[config.mk]
export PLATFORM = sky130hd
export DESIGN_NAME = vga_timing
export DESIGN_NICKNAME = d
export VERILOG_FILES = /design/src/rtl/vga_timing.sv
export SDC_FILE = /design/constraint.sdc
export NUM_CORES = 1
export LEC_CHECK = 0
export ABC_CLOCK_PERIOD_IN_PS = 1700
export BUFFER_PORTS_ARGS = -buffer_cell sky130_fd_sc_hd__buf_2
export CAP_MARGIN = 30
export CELL_PAD_IN_SITES_DETAIL_PLACEMENT = 0
export CELL_PAD_IN_SITES_GLOBAL_PLACEMENT = 1
export CORE_ASPECT_RATIO = 0.9
export CORE_MARGIN = 2
export CORE_UTILIZATION = 40
export DETAILED_ROUTE_END_ITERATION = 8
export PLACE_DENSITY_LB_ADDON = 0.15
export SLEW_MARGIN = 30
export SYNTH_ARGS = -nofsm -noshare
export SYNTH_HDL_FRONTEND = slang
export SYNTH_SLANG_ARGS = --single-unit
[constraint.sdc]
create_clock -name clk -period 1.7 [get_ports clk]
set_input_delay 0.17 -clock clk [delete_from_list [all_inputs] [get_ports clk]]
set_output_delay 0.17 -clock clk [all_outputs]
set_load 0.03 [all_outputs]
[src/rtl/vga_timing.sv]
// VGA raster timing generator: divides clk by two into a pixel tick, runs the
// horizontal/vertical counters and decodes sync, blanking and frame-start.
module vga_timing #(
    parameter int HACTIVE = 640,
    parameter int HFP     = 16,
    parameter int HSYN    = 96,
    parameter int HBP     = 48,
    parameter int VACTIVE = 480,
    parameter int VFP     = 10,
    parameter int VSYN    = 2,
    parameter int VBP     = 33
) (
    input  logic       clk,
    input  logic       rst,
    output logic       vgaclk,
    output logic       hsync,
    output logic       vsync,
    output logic       sync_b,
    output logic       blank_b,
    output logic [9:0] x,
    output logic [9:0] y,
    output logic       pix_tick,
    output logic       frame_start
);

    localparam int HTOTAL = HACTIVE + HFP + HSYN + HBP;
    localparam int VTOTAL = VACTIVE + VFP + VSYN + VBP;

    localparam logic [9:0] H_LAST       = 10'(HTOTAL - 1);
    localparam logic [9:0] H_ACT        = 10'(HACTIVE);
    localparam logic [9:0] H_SYNC_START = 10'(HACTIVE + HFP);
    localparam logic [9:0] H_SYNC_END   = 10'(HACTIVE + HFP + HSYN);
    localparam logic [9:0] V_LAST       = 10'(VTOTAL - 1);
    localparam logic [9:0] V_ACT        = 10'(VACTIVE);
    localparam logic [9:0] V_SYNC_START = 10'(VACTIVE + VFP);
    localparam logic [9:0] V_SYNC_END   = 10'(VACTIVE + VFP + VSYN);

    logic       phase_q, phase_d;
    logic [9:0] hcnt_q, hcnt_d;
    logic [9:0] vcnt_q, vcnt_d;
    logic       frame_start_q, frame_start_d;
    logic       h_last, v_last;

    assign h_last = (hcnt_q == H_LAST);
    assign v_last = (vcnt_q == V_LAST);

    always_comb begin
        // NOTE: every always_comb output gets a default first so no path leaves it unassigned (no latch).
        phase_d       = ~phase_q;
        hcnt_d        = hcnt_q;
        vcnt_d        = vcnt_q;
        frame_start_d = 1'b0;
        if (phase_q) begin
            if (h_last) begin
                hcnt_d = '0;
                vcnt_d = v_last ? '0 : vcnt_q + 10'd1;
            end else begin
                hcnt_d = hcnt_q + 10'd1;
            end
            // Registered so the pulse lands in the cycle right after the (0,0) wrap.
            frame_start_d = h_last && v_last;
        end
    end

    always_ff @(posedge clk or posedge rst) begin
        if (rst) begin
            phase_q       <= 1'b0;
            hcnt_q        <= '0;
            vcnt_q        <= '0;
            frame_start_q <= 1'b0;
        end else begin
            // NOTE: sequential state uses non-blocking assignments so all flops update together.
            phase_q       <= phase_d;
            hcnt_q        <= hcnt_d;
            vcnt_q        <= vcnt_d;
            frame_start_q <= frame_start_d;
        end
    end

    assign vgaclk      = phase_q;
    assign pix_tick    = phase_q;
    assign x           = hcnt_q;
    assign y           = vcnt_q;
    assign hsync       = !((hcnt_q >= H_SYNC_START) && (hcnt_q < H_SYNC_END));
    assign vsync       = !((vcnt_q >= V_SYNC_START) && (vcnt_q < V_SYNC_END));
    assign blank_b     = (hcnt_q < H_ACT) && (vcnt_q < V_ACT);
    assign sync_b      = 1'b0;
    assign frame_start = frame_start_q;

endmodule
==> flow_summary.json <==
{
  "yosys_warnings": 0,
  "die_w_um": 62.27,
  "ant_nets": 0,
  "maxSlewViolCount": 0,
  "peakVddDrop_uv": 540.6,
  "die_h_um": 56.45,
  "crit_required_ns": 1.53,
  "nets": 171,
  "antenna_found_initial": 0,
  "pre_cts_ws_ns": 0.06156,
  "finalSetupViolCount": 1,
  "fin_skew_ns": 0.002193,
  "power_density_nw_per_um2": 577.1,
  "row_count": 19,
  "yosys.cell_count.top_type": "dfrtp_1",
  "synthTopCellsByCount": "22 x dfrtp_1, 12 x nand3_1, 12 x xnor2_1",
  "fin_crit_sh_pct": 101.7,
  "ys_ff_latch": 22,
  "start_util_pct": 40.81,
  "status": "complete, but fails checks",
  "fin_setup_tns_ns": -0.02826,
  "antennaDiodeCount": 0,
  "post_drt_wl_per_cell_um": 13.11,
  "clk_pin_slew_ns": 0.13,
  "cap_viol_max_count": 0,
  "slowest_stage": "or4_4",
  "fillers": 282,
  "grt_max_degree": 14,
  "htreeDepth": 1,
  "cts_made_buffers": 3,
  "min_period_ns": 1.728,
  "cts-root-buf": "clkbuf_4",
  "fmax_ghz": 0.5786,
  "synth_edf_count": 0,
  "clockBufferDepth": 2,
  "drc_errors": 0,
  "whs_ns": 0.3619,
  "drt_iter0_drc": 24,
  "drive_gt1_share_pct": 44.79,
  "finalHoldViolCount": 0,
  "synthesis.nets": 121,
  "ios": 29,
  "cts_tree": "done",
  "wirelength_um": 2688,
  "vias": 1007,
  "grt_overflow": 0,
  "grt_pass1_wl_um": 4595,
  "crit_chain": "and3_4 -> or4_4 -> buf_6",
  "syn_to_final_growth_pct": 35.11,
  "core_um2": 2995,
  "rsz0062_at_grt": "true",
  "synth_top_area_share_pct": 45.04,
  "startpoint_type": "flip-flop",
  "layout_setup_ws_ns": -0.02826,
  "syn_area_per_cell_um2": 10.72,
  "port_buffers": 27,
  "syn-cell-area_um2": 1222,
  "gp_congestion": 0.7639,
  "synth.distinct_cells": 36,
  "gr-usage-all-layers_pct": 16.40,
  "drt_first_pass_iters": 4,
  "clock_latency_ns": 0.32,
  "crit_type": "flip-flop to output port",
  "violations": "negative setup slack",
  "yosys_most_used_dff": "dfrtp_1",
  "seq_area_frac_synth_pct": 45.04,
  "synthArstFlopShare_pct": 100.0,
  "hold_class": "primary input to async pin",
  "vias_per_cell": 4.912,
  "crit_fanout": 3,
  "arrival_ns": 1.56,
  "hpwl_um": 2017,
  "worst_path_largest_cell_delay_ns": 0.47,
  "synth_top_area_cell": "dfrtp_1",
  "synth_area_leaders": "dfrtp_1 45%, xnor2_1 8.6%, ha_1 5.1%",
  "endpoint_kind": "output port",
  "syn_inst": 114,
  "cts.sinks": 22,
  "grt_pass1_vias": 969,
  "die_area_um2": 3515,
  "leakagePower_nw": 0.7921
}
worst paths after layout:
path / start / endpoint / slack [ns] / cells past startpoint
min reg2reg: y[7] / y[7] / 0.53 / 1
min in group clk: y[7] / y[7] / 0.53 / 1
max reg2reg: y[0] / y[3] / 0.06 / 6
min: rst / y[0] / 0.36 / 3
max: x[5] / hsync / -0.03 / 3
max in group asynchronous: rst / x[9] / 0.80 / 4
state kept, by name, indices dropped and copies added (netlist names):
name,count
y,10
frame_start,1
pix_tick,1
x,10
cells by family after synthesis:
kind of cell	after synthesis	synth area share [%]
AOI/OAI and AO/OA	9	4.503
xor gates and xnor gates	14	10.03
adders and majority gates	5	5.118
buffers and inverters	12	5.015
DFF	22	45.04
muxes	1	0.8189
other	1	0.3068
and+or+nand+nor	50	29.17
critical path, delay by kind of cell (launching register included):
kind                   cells  cell delay (ns)
DFF                        1             0.43
and+or+nand+nor            2             0.65
buffers and inverters      1             0.15
cells in the final DEF (no fill, tap or decap), drive strengths merged, types with 5 or more instances in the layout:
cell type,n
buf,48
dfrtp,22
xnor2,12
nand3,12
nor2,11
inv,8
o21ai,5
ha,5
where the power goes:
part,switching (mW),leakage (nW),internal (mW)
clock network,0.174,0.0279,0.238
logic,0.0137,0.477,0.00393
registers,0,0.288,0.523
area by class of cell:
type	instances	area (um^2)	area share (%)
clock buffers	3	22.52	1.364
multi-input cells	80	639.4	38.71
flip-flops and latches	22	555.5	33.64
well taps	42	52.55	3.182
inverters	8	30.03	1.818
repair buffers	49	321.6	19.47
clock inverters	1	30.03	1.818
routing by layer:
layer | share of wire, % | routed length, um | global-route usage [%]
met2 | 46 | 1235 | 26.24
met3 | 3.3 | 89 | 4.008
met4 | 0.71 | 19 | 2.857
met5 | 0 | 0 | 0
met1 | 50 | 1343 | 23.04
per-stage QoR:
stage	util (%)	cell area [um^2]	power [mW]	cells
5_1_grt	55.14	1652	0.9914	205
3_3_place_gp	48.87	1464	0.5498	190
4_1_cts	53.13	1592	0.9639	200
3_5_place_dp	48.87	1464	0.5502	190
6_report	55.14	1652	0.9532	205
2_1_floorplan	-	1225	0.5456	114
timing repair:
item,in CTS,in global routing
pin swaps,3,3
gates resized for setup,10,6
hold buffers,1,0
endpoints found under the hold margin,10,0
setup endpoints to repair,3,8
setup buffers,5,5
No activity file was read; power rests on OpenSTA's default activity.
